$ cat config.mk
export PLATFORM = sky130hd
export DESIGN_NAME = parking_lot_monitor
export DESIGN_NICKNAME = d
export VERILOG_FILES = /design/src/rtl/parking_lot_monitor.sv
export SDC_FILE = /design/constraint.sdc
export NUM_CORES = 1
export LEC_CHECK = 0
export ABC_AREA = 0
export CORE_UTILIZATION = 48
export CTS_CLUSTER_SIZE = 12
export DETAILED_ROUTE_END_ITERATION = 12
export PLACE_DENSITY = 0.77
export SYNTH_ARGS = -nofsm -noshare
export SYNTH_HDL_FRONTEND = slang
export SYNTH_HIERARCHICAL = 1
export SYNTH_SLANG_ARGS = --single-unit
$ cat constraint.sdc
create_clock -name clk -period 3.63 [get_ports clk]
set_clock_uncertainty 0.15 [all_clocks]
set_input_delay 0.9075 -clock clk [delete_from_list [all_inputs] [get_ports clk]]
set_output_delay 0.9075 -clock clk [all_outputs]
set_load 0.005 [all_outputs]
$ cat src/rtl/parking_lot_monitor.sv
// Parking lot occupancy monitor.
// Each gate has a pair of beam sensors. A per-gate FSM decodes the order
// in which the beams break into entry and exit events. A shared
// saturating counter tracks occupancy, and an optional seven-segment
// display shows the count.
// Define PARKING_LOT_MONITOR_HEX_EN to compile in the HEX0..HEX5 decode.
// Without it the displays are held dark.

// Per-gate lane: sensor synchronizers, direction FSM, event pulse pipeline.
module parking_lot_gate (
    input  logic clk,
    input  logic reset,
    input  logic outer,
    input  logic inner,
    output logic enter,
    output logic exit
);
    typedef enum logic [2:0] {IDLE, IN1, IN2, IN3, OUT1, OUT2, OUT3, WAIT} state_t;

    state_t     state, state_nx;
    logic [1:0] outer_sync, inner_sync;
    logic [1:0] s;
    logic       fire_enter, fire_exit;
    logic       enter_q, exit_q;

    // two-flop synchronizers on the raw, asynchronous sensor inputs
    always_ff @(posedge clk) begin
        if (!reset) begin
            outer_sync <= '0;
            inner_sync <= '0;
        end else begin
            outer_sync <= {outer_sync[0], outer};
            inner_sync <= {inner_sync[0], inner};
        end
    end

    assign s = {outer_sync[1], inner_sync[1]};

    // state register; the completion event is captured alongside the return to IDLE
    always_ff @(posedge clk) begin
        if (!reset) begin
            state   <= IDLE;
            enter_q <= 1'b0;
            exit_q  <= 1'b0;
        end else begin
            state   <= state_nx;
            enter_q <= fire_enter;
            exit_q  <= fire_exit;
        end
    end

    // next-state decode; backtracking one step is legal, and any illegal pattern parks in WAIT
    always_comb begin
        state_nx   = state;
        fire_enter = 1'b0;
        fire_exit  = 1'b0;
        case (state)
            IDLE: case (s)
                2'b10:   state_nx = IN1;
                2'b01:   state_nx = OUT1;
                2'b11:   state_nx = WAIT;
                default: state_nx = IDLE;
            endcase
            IN1: case (s)
                2'b11:   state_nx = IN2;
                2'b00:   state_nx = IDLE;
                2'b01:   state_nx = WAIT;
                default: state_nx = IN1;
            endcase
            IN2: case (s)
                2'b01:   state_nx = IN3;
                2'b10:   state_nx = IN1;
                2'b00:   state_nx = IDLE;
                default: state_nx = IN2;
            endcase
            IN3: case (s)
                2'b00: begin
                    state_nx   = IDLE;
                    fire_enter = 1'b1;
                end
                2'b11:   state_nx = IN2;
                2'b10:   state_nx = WAIT;
                default: state_nx = IN3;
            endcase
            OUT1: case (s)
                2'b11:   state_nx = OUT2;
                2'b00:   state_nx = IDLE;
                2'b10:   state_nx = WAIT;
                default: state_nx = OUT1;
            endcase
            OUT2: case (s)
                2'b10:   state_nx = OUT3;
                2'b01:   state_nx = OUT1;
                2'b00:   state_nx = IDLE;
                default: state_nx = OUT2;
            endcase
            OUT3: case (s)
                2'b00: begin
                    state_nx  = IDLE;
                    fire_exit = 1'b1;
                end
                2'b11:   state_nx = OUT2;
                2'b01:   state_nx = WAIT;
                default: state_nx = OUT3;
            endcase
            WAIT:    state_nx = (s == 2'b00) ? IDLE : WAIT;
            default: state_nx = IDLE;
        endcase
    end

    // output pulse register
    always_ff @(posedge clk) begin
        if (!reset) begin
            enter <= 1'b0;
            exit  <= 1'b0;
        end else begin
            enter <= enter_q;
            exit  <= exit_q;
        end
    end
endmodule

module parking_lot_monitor #(
    parameter int NUM_GATES = 2,
    parameter int CAPACITY  = 16,
    parameter int CNT_W     = $clog2(CAPACITY + 1)
) (
    input  logic                 clk,
    input  logic                 reset,
    input  logic [NUM_GATES-1:0] outer,
    input  logic [NUM_GATES-1:0] inner,
    output logic [NUM_GATES-1:0] enter,
    output logic [NUM_GATES-1:0] exit,
    output logic [CNT_W-1:0]     count,
    output logic                 full,
    output logic                 empty,
    output logic                 reject,
    output logic [6:0]           HEX0,
    output logic [6:0]           HEX1,
    output logic [6:0]           HEX2,
    output logic [6:0]           HEX3,
    output logic [6:0]           HEX4,
    output logic [6:0]           HEX5
);
    // sign bit plus headroom for +NUM_GATES above CAPACITY
    localparam int SW = CNT_W + 4;

    parking_lot_gate u_gate [NUM_GATES-1:0] (
        .clk   (clk),
        .reset (reset),
        .outer (outer),
        .inner (inner),
        .enter (enter),
        .exit  (exit)
    );

    logic [2:0]           n_ent, n_ext;
    logic signed [SW-1:0] sum;
    logic [CNT_W-1:0]     cnt_nx;
    logic                 rej_nx;

    // popcount of this cycle's entry and exit pulses
    always_comb begin
        n_ent = '0;
        n_ext = '0;
        for (int g = 0; g < NUM_GATES; g++) begin
            n_ent = n_ent + 3'(enter[g]);
            n_ext = n_ext + 3'(exit[g]);
        end
    end

    assign sum = $signed({4'b0, count}) + $signed({{(SW-3){1'b0}}, n_ent})
               - $signed({{(SW-3){1'b0}}, n_ext});

    // apply the net delta once; clamp into [0, CAPACITY], and flag overflow as a reject
    always_comb begin
        cnt_nx = count;
        rej_nx = 1'b0;
        if (sum[SW-1]) begin
            cnt_nx = '0;
        end else if (sum > $signed(SW'(CAPACITY))) begin
            cnt_nx = CNT_W'(CAPACITY);
            rej_nx = 1'b1;
        end else begin
            cnt_nx = sum[CNT_W-1:0];
        end
    end

    // occupancy register; the flags are derived from the same next value, so they stay consistent
    always_ff @(posedge clk) begin
        if (!reset) begin
            count  <= '0;
            full   <= 1'b0;
            empty  <= 1'b1;
            reject <= 1'b0;
        end else begin
            count  <= cnt_nx;
            full   <= (cnt_nx == CNT_W'(CAPACITY));
            empty  <= (cnt_nx == '0);
            reject <= rej_nx;
        end
    end

`ifdef PARKING_LOT_MONITOR_HEX_EN
    localparam logic [6:0] SEG_BLANK = 7'b1111111;
    localparam logic [6:0] SEG_C     = 7'b1000110;
    localparam logic [6:0] SEG_L     = 7'b1000111;
    localparam logic [6:0] SEG_E     = 7'b0000110;
    localparam logic [6:0] SEG_A     = 7'b0001000;
    localparam logic [6:0] SEG_R     = 7'b0101111;
    localparam logic [6:0] SEG_F     = 7'b0001110;
    localparam logic [6:0] SEG_U     = 7'b1000001;

    function automatic logic [6:0] seg7(input logic [3:0] d);
        case (d)
            4'd0:    seg7 = 7'b1000000;
            4'd1:    seg7 = 7'b1111001;
            4'd2:    seg7 = 7'b0100100;
            4'd3:    seg7 = 7'b0110000;
            4'd4:    seg7 = 7'b0011001;
            4'd5:    seg7 = 7'b0010010;
            4'd6:    seg7 = 7'b0000010;
            4'd7:    seg7 = 7'b1111000;
            4'd8:    seg7 = 7'b0000000;
            4'd9:    seg7 = 7'b0010000;
            default: seg7 = SEG_BLANK;
        endcase
    endfunction

    logic [3:0] tens, ones;

    // display decode from the registered count and flags
    always_comb begin
        tens = 4'(count / 10);
        ones = 4'(count % 10);
        HEX0 = seg7(ones);
        HEX1 = (tens == 4'd0) ? SEG_BLANK : seg7(tens);
        HEX2 = SEG_BLANK;
        HEX3 = SEG_BLANK;
        HEX4 = SEG_BLANK;
        HEX5 = SEG_BLANK;
        if (empty) begin
            HEX5 = SEG_C;
            HEX4 = SEG_L;
            HEX3 = SEG_E;
            HEX2 = SEG_A;
            HEX1 = SEG_R;
            HEX0 = seg7(4'd0);
        end else if (full) begin
            HEX5 = SEG_F;
            HEX4 = SEG_U;
            HEX3 = SEG_L;
            HEX2 = SEG_L;
        end
    end
`else
    assign HEX0 = 7'b1111111;
    assign HEX1 = 7'b1111111;
    assign HEX2 = 7'b1111111;
    assign HEX3 = 7'b1111111;
    assign HEX4 = 7'b1111111;
    assign HEX5 = 7'b1111111;
`endif
endmodule

### After elaboration in Yosys (flattened, before gate mapping)

Cells that the tools add are included.

* register bits: 30
* input bits: 6
* output and inout bits: 54
* word-level logic and storage cells: 78

* add/sub/neg operators: 4
* order comparisons: 1
* eq/ne operators: 21
* muxes and demuxes: 23
* bitwise gates (word level): 1
* reduce and logical (&&, ||, !) cells: 10

Operators by type and width (count)
* 3-bit case mux with 3 select lines: 12
* 3-bit case mux with 8 select lines: 2
* 3-bit == test (second input constant): 8
* 3-bit by 2-bit == test with 1-bit output (second input constant): 4
* 2-bit case mux with 3 select lines: 2
* 5-bit two-way mux: 2
* 2-bit == test (second input constant): 4
* 2-bit AND reduction: 4
* 7-bit by 6-bit greater-than comparator with 1-bit output (second input constant): 1
* 6-bit by 2-bit subtractor with 7-bit output: 1
* 5-bit by 2-bit adder with 6-bit output: 1
* 3-bit by 1-bit == test with 1-bit output (second input constant): 2
* 3-bit zero test: 2
* 3-bit two-way mux: 2
* 5-bit == test (second input constant): 1
* 5-bit zero test: 1
* 1-bit by 1-bit adder with 2-bit output: 2
* 2-bit by 1-bit == test with 1-bit output (second input constant): 2
* 2-bit zero test: 2
* 1-bit two-way mux: 3
* 2-bit OR reduction: 1
* 1-bit NOT: 1

### Longest topological paths before layout

Gate-level depths: netlist (run 1).

* depth in word-level cells: 7
* gate-level depth with buffers: 11

### Cells and area by module

The synthesis (run 1) kept the hierarchy.

Modules (own cells, without submodules)
* parking_lot_gate: times used 2, cells each 64, area each 589.3 sq um
* parking_lot_monitor: times used 1, cells each 99, area each 860.8 sq um

### Worst setup path before layout (run 1)

Ideal clock, no wire load.

* path kind: register -> register
* start point: reg u_gate[0].exit
* end point: reg count[0]
* library setup time: 0.061 ns
* data arrival time: 2.384 ns
* data required time: 3.419 ns
* slack: 1.034 ns
* stages on the path, launching flop included: 12
* buffers on the path: 0
* path through: dfxtp_1 inv_1 fa_1 inv_1 fa_1 inv_1 ha_1 fa_1 nor2_1 nand3_1 o21ai_1 and4b_1

* word-level cells in the longest chain between the ends: 5

RTL lines
* start: declaration: RTL line 16 `output logic exit`
* start signal: assignment: RTL line 118 `exit <= exit_q;`
* 1-bit by 1-bit adder with 2-bit output (*): RTL line 168 `n_ext = n_ext + 3'(exit[g]);`
* 6-bit by 2-bit subtractor with 7-bit output (*): RTL line 173 `- $signed({{(SW-3){1'b0}}, n_ext});`
* 7-bit by 6-bit greater-than comparator with 1-bit output: RTL line 181 `end else if (sum > $signed(SW'(CAPACITY))) begin`
* 5-bit two-way mux: RTL line 181
* 5-bit two-way mux (*): RTL line 179 `if (sum[SW-1]) begin`
* end signal: assignment: RTL line 197 `count <= cnt_nx;`
* end: declaration: RTL line 134 `output logic [CNT_W-1:0] count,`

Every way passes the cells marked *; elsewhere a longest branch is shown, timed or not.
A chain may end at the register's enable or synchronous reset.

### Worst setup path after layout (run 1)

* start point: reg u_gate[0].exit
* end point: reg count[2]

The elaborated chain is that of the path after synthesis.

==> results.json, run 1 <==
{
  "pre_cts_ws_ns": 0.834,
  "dieWidth_um": 67.2,
  "antenna_found_initial": 0,
  "routed_wl_mm": 2.98,
  "p_seq_share_pct": 42.3,
  "synth-seq-cells": 30,
  "cts_resized": 0,
  "cp_slowest_stage_delay_ns": 0.46,
  "grt_pass1_vias": 1115,
  "hold_path.startpoint": "u_gate[1]/inner_sync[0]",
  "drc": 0,
  "routabilityCongestion": 0.817,
  "status": "complete, no violations",
  "synthFlopType": "dfxtp_1",
  "reg2reg_from": "u_gate[0]/exit",
  "hold_path_end": "u_gate[1]/inner_sync[1]",
  "drtAntennaViolNets": 0,
  "path_buf_inv": 3,
  "cts_root_buf": "clkbuf_8",
  "setup_viol": 0,
  "final_cell_area_sq_um": 2170,
  "areaGrowthSynthToFinish_pct": 6.44,
  "netSwitchingFraction_pct": 31.7,
  "synth_area_leaders": "dfxtp_1 (29%), buf_4 (16%), ha_1 (14%)",
  "finalSetupTns_ns": 0,
  "synth.largest_area_cell": "dfxtp_1",
  "netlist_instances": 227,
  "coreArea_sq_um": 4030,
  "htree_levels": 2,
  "path_cells": "inv_1, fa_1, inv_1, fa_1, inv_1, ha_1, fa_1, a21oi_1, o21bai_2, xnor2_2, and4_1",
  "synth.most_common_cell": "buf_4",
  "fmax_mhz": 362,
  "whs_path_depth": 1,
  "grt.overflow.total": 0,
  "finalHoldViolCount": 0,
  "io_pins": 60,
  "grt.total_usage_pct": 14.2,
  "utilization_pct": 53.9,
  "grt_max_degree": 21,
  "clk-insertion-delay-late_ns": 0.28,
  "path_clk_slew_ns": 0.06,
  "placed_area_sq_um": 2060,
  "p_int_mw": 0.753,
  "drive_gt1_share_pct": 6.12,
  "p_comb_share_pct": 27.0,
  "drt_first_iter_violations": 32,
  "end_kind": "register",
  "irDropWorstVdd_mv": 0.287,
  "hold_buffers": 0,
  "slew_violations": 0,
  "postCtsSetupRepairBufs": 0,
  "cts_buffers": 5,
  "synth.distinct_cells": 36,
  "p_sw_mw": 0.349,
  "die_h_um": 67.2,
  "fin_crit_sh_pct": 76.2,
  "crit_required_ns": 3.71,
  "critPathSlowestCell": "fa_1",
  "insertedDiodeCount": 0,
  "regToRegEndpoint": "count[2]",
  "rsz0062_at_grt": "no",
  "cp-start-kind": "register",
  "max_cap_violations": 0,
  "cp.arrival_ns": 2.84,
  "power.total_mw": 1.10,
  "worst_r2r_path_depth": 11,
  "clkPwrFrac_pct": 30.7,
  "final_nets": 277,
  "wl_per_cell_um": 10.1,
  "power_density_nw_per_um2": 507,
  "r2r_slack_ns": 0.87,
  "yosysSeqAreaShare_pct": 29.4,
  "min_period_ns": 2.76,
  "dpl.hpwl_mm": 2.28,
  "hp-class": "reg -> reg",
  "netlist_top_cells_count": "buf_4 (44), dfxtp_1 (30), ha_1 (23)",
  "synthArstFlopShare_pct": 0,
  "leakagePower_nw": 0.994,
  "synth_top_area_share_pct": 29.4,
  "start_util_pct": 50.6,
  "die-area_sq_um": 4510,
  "viasPerCell": 4.64,
  "fp-row-count": 23,
  "first_pass_iters": 4,
  "syn_area_sq_um": 2040,
  "fin_ws_ns": 0.865,
  "syn_area_per_cell_sq_um": 8.98,
  "portBuffers": 17,
  "cts_tree": "yes",
  "crit_fanout": 8,
  "cts.path.max_buffers": 2,
  "synth-edff-count": 0,
  "grt_first_pass_wirelength_mm": 4.76,
  "synth_warnings": 6,
  "cts_sinks": 30,
  "path_class": "reg -> reg",
  "path_delay_family": "adder cells",
  "routed-via-count": 1370
}
## placed cells by master, fill, tap and decap left out, types with 4 or more instances in the layout
cell / n
clkdlybuf4s50_1: 17
inv_1: 22
conb_1: 42
ha_1: 23
and4_1: 4
o21ai_0: 4
nand2_1: 10
nor2_1: 11
nor3_1: 6
nor2b_1: 5
and2_1: 12
clkbuf_8: 6
a21oi_1: 12
dfxtp_1: 30
## power by group through the flow
stage | combinational [mW] | sequential [mW] | clock [mW]
detailed placement | 0.297 | 0.471 | 0
finish | 0.297 | 0.466 | 0.338
global route | 0.336 | 0.479 | 0.363
CTS | 0.297 | 0.464 | 0.349
floorplan | 0.336 | 0.412 | 0
global placement | 0.289 | 0.469 | 0
## cell families (layout without fill, tap and decap cells)
logic type      count (synthesis)  count (layout)  synth area share [%]
fa+ha+maj                      26              26                  17.1
other cells                     1              42                 0.184
xor+xnor                        2               2                  1.23
buf+inv                        70              47                  22.5
flops                          30              30                  29.4
simple gates                   63              63                  17.6
compound gates                 35              35                  12.0
## final cells by class
type	instances	area [sq um]
repair buffers	18	178
well taps	50	62.6
multi-input cells	168	1130
flip-flops and latches	30	601
fillers	399	1860
inverters	22	82.6
clock inverters	1	30.0
clock buffers	6	82.6
## registers in the layout (all words and copies together), names as in the netlist, 2 cells and up
register / flops
u_gate/exit_q: 2
u_gate/outer_sync: 4
u_gate/enter: 2
u_gate/exit: 2
count: 5
u_gate/inner_sync: 4
u_gate/enter_q: 2
u_gate/state: 6
## per-stage QoR
step,cells,hold WS [ns]
2_1_floorplan,268,0.262
3_3_place_gp,288,0.264
3_5_place_dp,288,0.271
4_1_cts,295,0.285
5_1_grt,295,0.291
6_report,295,0.281
## layer usage
metal,wire length (um),part of all wire [%],GRT usage [%]
met1,1330,45,16.9
met4,38,1.3,6.38
met5,0,0,0
met2,1460,49,23.4
met3,152,5.1,4.56
## how the worst max path moves through the flow
stage / start / to / depth (start not counted)
floorplan: u_gate[0]/exit / count[0] / 11
global placement: u_gate[0]/exit / count[0] / 11
detailed placement: u_gate[0]/exit / count[2] / 11
CTS: u_gate[0]/exit / count[2] / 11
global route: u_gate[0]/exit / count[0] / 11
finish: u_gate[0]/exit / count[2] / 11
(Power assumes the default switching activity.)
==> inputs of run 2 (changes only) <==
clock period = 2.6 ns   (was 3.63 ns; I/O delays follow)
==> run 2 against run 1 <==
Effect of this change: the flow now finishes with violations (setup timing); sequential share of layout area down 0.53 points; sequential power rose by 39%; non-clock buffer count rose by 5; critical path depth unchanged; combinational power grew 44%; setup slack got worse by 0.89 ns; highest routed layer unchanged; largest cell class unchanged; core utilization is 1.4 points higher; routed wire length grew 6.4%; via count is 3.1% higher; first-iteration DRC count increased by 69%; worst hold slack got worse by 0.0011 ns; largest power group unchanged.
==> results.json, run 2 (synthesis results as in run 1) <==
{
  "status": "finished with violations",
  "failed_checks": "setup timing",
  "slew_violations": 0,
  "cp_slowest_stage_delay_ns": 0.52,
  "drt_first_iter_violations": 54,
  "cts_sinks": 30,
  "drc": 0,
  "cts_root_buf": "clkbuf_8",
  "cp.arrival_ns": 2.71,
  "placed_area_sq_um": 2090,
  "drive_gt1_share_pct": 13.5,
  "hold_buffers": 0,
  "leakagePower_nw": 1.01,
  "cp-start-kind": "register",
  "grt_first_pass_wirelength_mm": 5.16,
  "routed-via-count": 1412,
  "clk-insertion-delay-late_ns": 0.28,
  "utilization_pct": 55.3,
  "routed_wl_mm": 3.17,
  "antenna_found_initial": 0,
  "finalHoldViolCount": 0,
  "grt.total_usage_pct": 15.7,
  "path_clk_slew_ns": 0.06,
  "portBuffers": 17,
  "cts_buffers": 5,
  "place_inst": 292,
  "power_density_nw_per_um2": 656,
  "pre_cts_ws_ns": -0.116,
  "areaGrowthSynthToFinish_pct": 9.20,
  "layout_commonest_cell": "conb_1",
  "final_cell_area_sq_um": 2230,
  "path_class": "reg -> reg",
  "start_util_pct": 50.6,
  "routabilityCongestion": 0.793,
  "largest_reg_flops": 6,
  "viasPerCell": 4.69,
  "insertedDiodeCount": 0,
  "path_cells": "inv_2, fa_1, inv_2, fa_2, inv_2, ha_4, fa_2, nor2_1, nand3_1, o21ai_2, and4b_1",
  "die_h_um": 67.2,
  "die-area_sq_um": 4510,
  "max_cap_violations": 0,
  "hp-class": "reg -> reg",
  "fp-row-count": 23,
  "largestRegisters": "u_gate/state x6, count x5",
  "cts_tree": "yes",
  "path_buf_inv": 3,
  "fmax_mhz": 380,
  "fin_crit_sh_pct": 101,
  "top_register": "u_gate/state",
  "wl_per_cell_um": 10.5,
  "crit_top_cell": "inv_2",
  "htree_levels": 2,
  "stdcell_count": 301,
  "critPathSlowestCell": "fa_1",
  "path_delay_family": "adder cells",
  "fin_hold_ws_ns": 0.280,
  "grt_pass1_vias": 1199,
  "final_cell_mix": "conb_1 (42), dfxtp_1 (27), ha_1 (22), inv_1 (18), clkdlybuf4s50_1 (17)",
  "fin_ws_ns": -0.0283,
  "cts.path.max_buffers": 2,
  "dieWidth_um": 67.2,
  "grt_max_degree": 21,
  "io_pins": 60,
  "grt.overflow.total": 0,
  "coreArea_sq_um": 4030,
  "end_kind": "register",
  "final_nets": 282,
  "crit_fanout": 3,
  "first_pass_iters": 4,
  "min_period_ns": 2.63,
  "setup_viol": 3,
  "drtAntennaViolNets": 0,
  "rsz0062_at_grt": "yes",
  "crit_required_ns": 2.68,
  "dpl.hpwl_mm": 2.28,
  "irDropWorstVdd_mv": 0.372
}
## run 2: area by class of cell
type / instances / area (sq um)
Tap cell: 50 / 62.6
Clock inverter: 1 / 5.00
Sequential cell: 30 / 604
Fill cell: 408 / 1800
Multi-Input combinational cell: 168 / 1170
Inverter: 22 / 82.6
Clock buffer: 7 / 86.3
Timing Repair Buffer: 23 / 215
## run 2: metal layers
layer	vias to the layer above	track usage (%)	wire length (um)	share of wire, %
met4	0	7.18	63	2.0
met2	49	26.0	1560	49
li1	708	-	-	-
met3	9	5.57	177	5.6
met1	646	17.9	1370	43
met5	-	0	0	0
## run 2: worst paths after layout
check                    from             end  slack, ns  cells after the start
max            u_gate[0]/exit        count[0]      -0.03                     11
min          u_gate[1]/exit_q  u_gate[1]/exit       0.28                      1
max reg2reg    u_gate[0]/exit        count[0]      -0.03                     11
min reg2reg  u_gate[1]/exit_q  u_gate[1]/exit       0.28                      1
## run 2: what timing repair did
action	CTS	global route
gates resized for setup	11	4
setup endpoints to repair	8	8
pin swaps	8	6
setup buffers	0	1
## run 2: metrics by stage
step	total power [mW]	setup TNS, ns
after floorplan	1.04	0
after global placement	1.06	-0.165
after detailed placement	1.07	-0.666
after CTS	1.47	-0.0770
after global routing	1.58	-0.583
final	1.46	-0.0545
## run 2: where the power goes
| group | leakage (nW) | switching [mW] | internal [mW] |
|---|---|---|---|
| clock | 0.0482 | 0.170 | 0.213 |
| combinational | 0.718 | 0.209 | 0.220 |
| sequential | 0.247 | 0.119 | 0.531 |
| total | 1.01 | 0.497 | 0.965 |
==> RTL change 1 (flow settings as in run 1) <==
`NUM_GATES`: 2 -> 4.
--- a/src/rtl/parking_lot_monitor.sv
+++ b/src/rtl/parking_lot_monitor.sv
@@ -121,7 +121,7 @@
 endmodule
 
 module parking_lot_monitor #(
-    parameter int NUM_GATES = 2,
+    parameter int NUM_GATES = 4,
     parameter int CAPACITY  = 16,
     parameter int CNT_W     = $clog2(CAPACITY + 1)
 ) (
Interface: changed (resized enter, exit, inner and outer); port bits go from 60 to 68. The function was not compared with the original's and may differ.
==> RTL change 1 against run 1 <==
  * Sequential cell count rose by 22
  * Cell area rose by 62%
  * Power rose by 86%
  * Global-route usage rose by 0.32 points
  * Wire length rose by 70%
  * Clock power fell by 4%
  * Synthesized area rose by 64%
  * Cell count rose by 59%
  * Count of clock-buffer cells in the layout did not move
  * Setup slack got worse by 0.61 ns
  * Synthesized cell count rose by 62%
  * Critical endpoint is now empty$_SDFF_PN1_
  * Largest cell class unchanged
  * Largest power group is now combinational cells
==> RTL change 1: results (changes against run 1) <==
metric	value	unit	change
reg.largest.list	u_gate/state x12, u_gate/inner_sync x8, u_gate/outer_sync x8		
nNetsFinal	444		+60%
synth_seq_area_share	0.312		+0.0171
dr.pass1.iters	4		unchanged
cpMaxStageDelayCell	fa_1		
drtIter0Drc	58		+81%
grt_max_degree	30		+43%
viasPerCell	4.78		+2.9%
hold_class	flop to flop		
synth_compound_area_frac	0.123		+0.00260
leakagePower	1.58	nW	+59%
dp_hpwl	3850	um	+69%
finalCriticalPeriod	3.37	ns	+0.608 ns
postCtsSetupBuffers	0		unchanged
clk_pin_slew	0.09	ns	+0.03 ns
worst_skew_pair.late_latency	0.30	ns	+0.02 ns
synth_xor_area_frac	0.00787		-0.00440
drive_gt1_frac	0.0514		-0.00981
cts.root.buffer_cell	clkbuf_8		
path_max_fanout	3		-5
p_int	0.00122	W	+62%
yosys-top-cells-area	dfxtp_1 31%, ha_1 15%, buf_4 10%		
slowest_delay	0.52	ns	+0.06 ns
cts_inserted_buffers	5		unchanged
portBuffers	25		+8
status	complete, no violations		
gp_congestion	0.847		+3.6%
diodes	0		unchanged
grt_antenna_before_repair	0		unchanged
grt_pass1_vias	2055		+84%
ff2ff_setup_slack	0.26	ns	-0.61 ns
synth_warnings	6		unchanged
setup_viol	0		unchanged
synth_adder_area_share	0.188		+0.0175
htreeDepth	2		unchanged
wl_per_cell	10.8	um	+6.6%
clockBufferDepth	2		unchanged
arrival	3.42	ns	+0.58 ns
async_flop_share	0		unchanged
grt_util_all_layers	0.146		+0.00316
grt_pass1_wl	8740	um	+83%
synth.top_cells.by_count	52 x dfxtp_1, 46 x buf_4, 39 x ha_1, 35 x inv_1, 26 x and2_1		
yosysUniqueCellTypes	39		+8.3%
ir_drop	0.206	mV	-28%
post_synth_mux_area_share	0		unchanged
RTL change 1: cell type report:
cell class,count,area (um2)
well taps,80,100
fillers,633,3240
repair buffers,26,258
inverters,35,131
clock inverters,2,16.3
flip-flops and latches,52,1040
clock buffers,6,72.6
multi-input cells,268,1890
RTL change 1: through the flow:
step                cell area, um2  hold WS (ns)  instances  setup slack, ns   util
finish                        3510         0.287        469            0.258  0.520
global route                  3510         0.298        469          0.00366  0.520
CTS                           3510         0.288        469            0.204  0.519
detailed placement            3420         0.270        461            0.245  0.506
global placement              3420         0.264        461            0.395  0.506
floorplan                     3490         0.262        409            0.482      -
RTL change 1: cell families after synthesis:
group	Yosys count
simple gates	118
buf+inv	89
compound gates	59
flops	52
fa+ha+maj	46
xor+xnor	3
other cells	1
RTL change 1: routing by layer:
metal | wire length [um] | track usage
met3 | 162 | 0.0292
met2 | 2450 | 0.257
met1 | 2400 | 0.183
met5 | 0 | 0
met4 | 35 | 0.0318
RTL change 1: power by group through the flow:
stage	Sequential (W)	Combinational [W]	Clock [W]
2_1_floorplan	0.000724	0.000897	0
3_3_place_gp	0.000842	0.000835	0
3_5_place_dp	0.000844	0.000865	0
4_1_cts	0.000833	0.000867	0.000339
5_1_grt	0.000862	0.00101	0.000369
6_report	0.000837	0.000881	0.000326
RTL change 1: critical path: cells and delay by family, from the launching register on:
| family | cells | cell delay, ns |
|---|---|---|
| fa+ha+maj | 5 | 1.77 |
| flops | 1 | 0.34 |
| compound gates | 2 | 0.33 |
| buf+inv | 4 | 0.28 |
| simple gates | 1 | 0.23 |
| xor+xnor | 1 | 0.14 |
RTL change 1: what timing repair did:
action	CTS	global route
endpoints found under the setup margin	0	1
hold buffers	0	0
resized for setup	0	1
RTL change 1: worst paths after layout:
kind	from	to	cells after the start
worst max register to register	u_gate[1]/exit$_SDFF_PN0_	empty$_SDFF_PN1_	13
worst max-delay path	u_gate[1]/exit$_SDFF_PN0_	empty$_SDFF_PN1_	13
worst min register to register	u_gate[3]/exit_q$_SDFF_PN0_	u_gate[3]/exit$_SDFF_PN0_	1
worst min-delay path	u_gate[3]/exit_q$_SDFF_PN0_	u_gate[3]/exit$_SDFF_PN0_	1
==> RTL change 2 (config.mk and constraints of run 1) <==
Made on the original files. Encoding of `state_t`: now one-hot (8 bits for 8 states).
--- a/src/rtl/parking_lot_monitor.sv
+++ b/src/rtl/parking_lot_monitor.sv
@@ -15,7 +15,7 @@
     output logic enter,
     output logic exit
 );
-    typedef enum logic [2:0] {IDLE, IN1, IN2, IN3, OUT1, OUT2, OUT3, WAIT} state_t;
+    typedef enum logic [7:0] {IDLE = 8'b00000001, IN1 = 8'b00000010, IN2 = 8'b00000100, IN3 = 8'b00001000, OUT1 = 8'b00010000, OUT2 = 8'b00100000, OUT3 = 8'b01000000, WAIT = 8'b10000000} state_t;
 
     state_t     state, state_nx;
     logic [1:0] outer_sync, inner_sync;
Check against the original RTL: same outputs for any inputs over 10 cycles, from zero or initial values and one cycle with reset low; not proved beyond that.
==> RTL change 2 against run 1 <==
  * Synthesized area grew 21%
  * Count of clock-buffer cells in the layout unchanged
  * Wire length rose by 33%
  * Power down 13%
  * Sequential cell count rose by 10
  * Largest cell class unchanged
  * Setup slack got worse by 0.011 ns
  * Cell area up 18%
  * Largest power group unchanged
  * Global-route usage increased by 2.1 points
==> RTL change 2: results (changes against run 1) <==
metric	value	unit	change
clkPwrFrac	0.314		+0.007
cts.sinks	40		+33%
reg.largest.list	u_gate/state x16, count x5		
viasPerCell	5.01		+7.8%
ir_drop	0.144	mV	-50%
die_area	5430	um2	+20%
avgSynthCellArea	8.90	um2	-0.96%
dp_hpwl	2900	um	+27%
synth_seq_area_share	0.325		+0.0304
post_synth_mux_area_share	0		unchanged
grt_max_degree	28		+33%
synth.top_cells.by_count	42 x buf_4, 40 x dfxtp_1, 14 x inv_1, 14 x nand2_1		
synth_compound_area_frac	0.120		-0.000448
yosys-top-cells-area	dfxtp_1 32%, buf_4 13%, xor2_1 4.3%		
buf_share	0.0664		-0.0154
arrival	2.86	ns	+0.02 ns
dp.cells	344		+19%
postCtsSetupBuffers	0		unchanged
worst_skew_pair.late_latency	0.29	ns	
finalPower	0.000959	W	-13%
dr.pass1.iters	4		unchanged
detailed_place.area	2470	um2	+20%
grt_pass1_vias	1557		+40%
num_vias	1762		+29%
final-clk-cell-share	0.0361		-0.0157
synth_xor_area_frac	0.0528		+0.0405
multi_input_gates	206		+23%
seqCellArea	801	um2	+33%
status	complete, no violations		
drt-total-wl	3970	um	+33%
grt_util_all_layers	0.164		+0.0215
htreeDepth	2		unchanged
diodes	0		unchanged
grt_pass1_wl	6740	um	+42%
nNetsFinal	300		+8.3%
multi_input_area_share	0.532		+0.00897
inv_count	14		-36%
slew_headroom	0.485		
n_all_buffers	17		-1
gp_congestion	0.828		+1.3%
drtIter0Drc	136		+330%
clk_pin_slew	0.08	ns	+0.02 ns
fill_cells	483		+21%
clockBufferDepth	2		unchanged
leakagePower	1.10	nW	+11%
portBuffers	17		unchanged
pwr_density_cell	374	nW/um2	-26%
pre_cts_ws	0.852	ns	+0.0173 ns
swShare	0.266		-0.0508
powerSeq	0.000478	W	+3%
cts.root.buffer_cell	clkbuf_8		
synth_adder_area_share	0.0599		-0.111
path_max_fanout	3		-5
yosysUniqueCellTypes	47		+31%
ctsResizeCount	0		unchanged
drive_gt1_frac	0.0807		+0.0195
## RTL change 2: cell types whose count changed after synthesis, sizes merged, moves of 6 or more
cell / delta
ha: -16
o21ai: +8
xor2: +12
inv: -8
nor4: +8
buf: +6
dfxtp: +10
## RTL change 2: critical path, cell delays in order, from the launching register on
cell and delay, ns:
dfxtp_1 0.33, inv_1 0.06, fa_1 0.50, inv_1 0.05
fa_1 0.35, inv_1 0.07, ha_1 0.19, fa_1 0.46
nor2_1 0.10, nand3_1 0.11, o21ai_1 0.16, and4b_1 0.21
## RTL change 2: routing by layer
layer  vias to the layer above  global-route usage  share of wire
li1                        896                   -              -
met1                       795               0.194           0.46
met2                        66               0.272           0.47
met3                         5              0.0384          0.046
met4                         0              0.0919          0.018
met5                         -                   0              0
## RTL change 2: path summary, 6_finish.rpt
kind,start,to,slack (ns),depth (start not counted)
setup / recovery,u_gate[0]/exit$_SDFF_PN0_,count[0]$_SDFF_PN0_,0.85,11
hold / removal,u_gate[0]/enter_q$_SDFF_PN0_,u_gate[0]/enter$_SDFF_PN0_,0.29,1
setup reg to reg,u_gate[0]/exit$_SDFF_PN0_,count[0]$_SDFF_PN0_,0.85,11
hold reg to reg,u_gate[0]/enter_q$_SDFF_PN0_,u_gate[0]/enter$_SDFF_PN0_,0.29,1
## RTL change 2: cell families (layout without fill, tap and decap cells)
kind of cell | Yosys count | in the layout
fa+ha+maj | 10 | 10
simple gates | 97 | 97
other cells | 1 | 42
xor+xnor | 14 | 14
compound gates | 43 | 43
flops | 40 | 40
buf+inv | 72 | 39
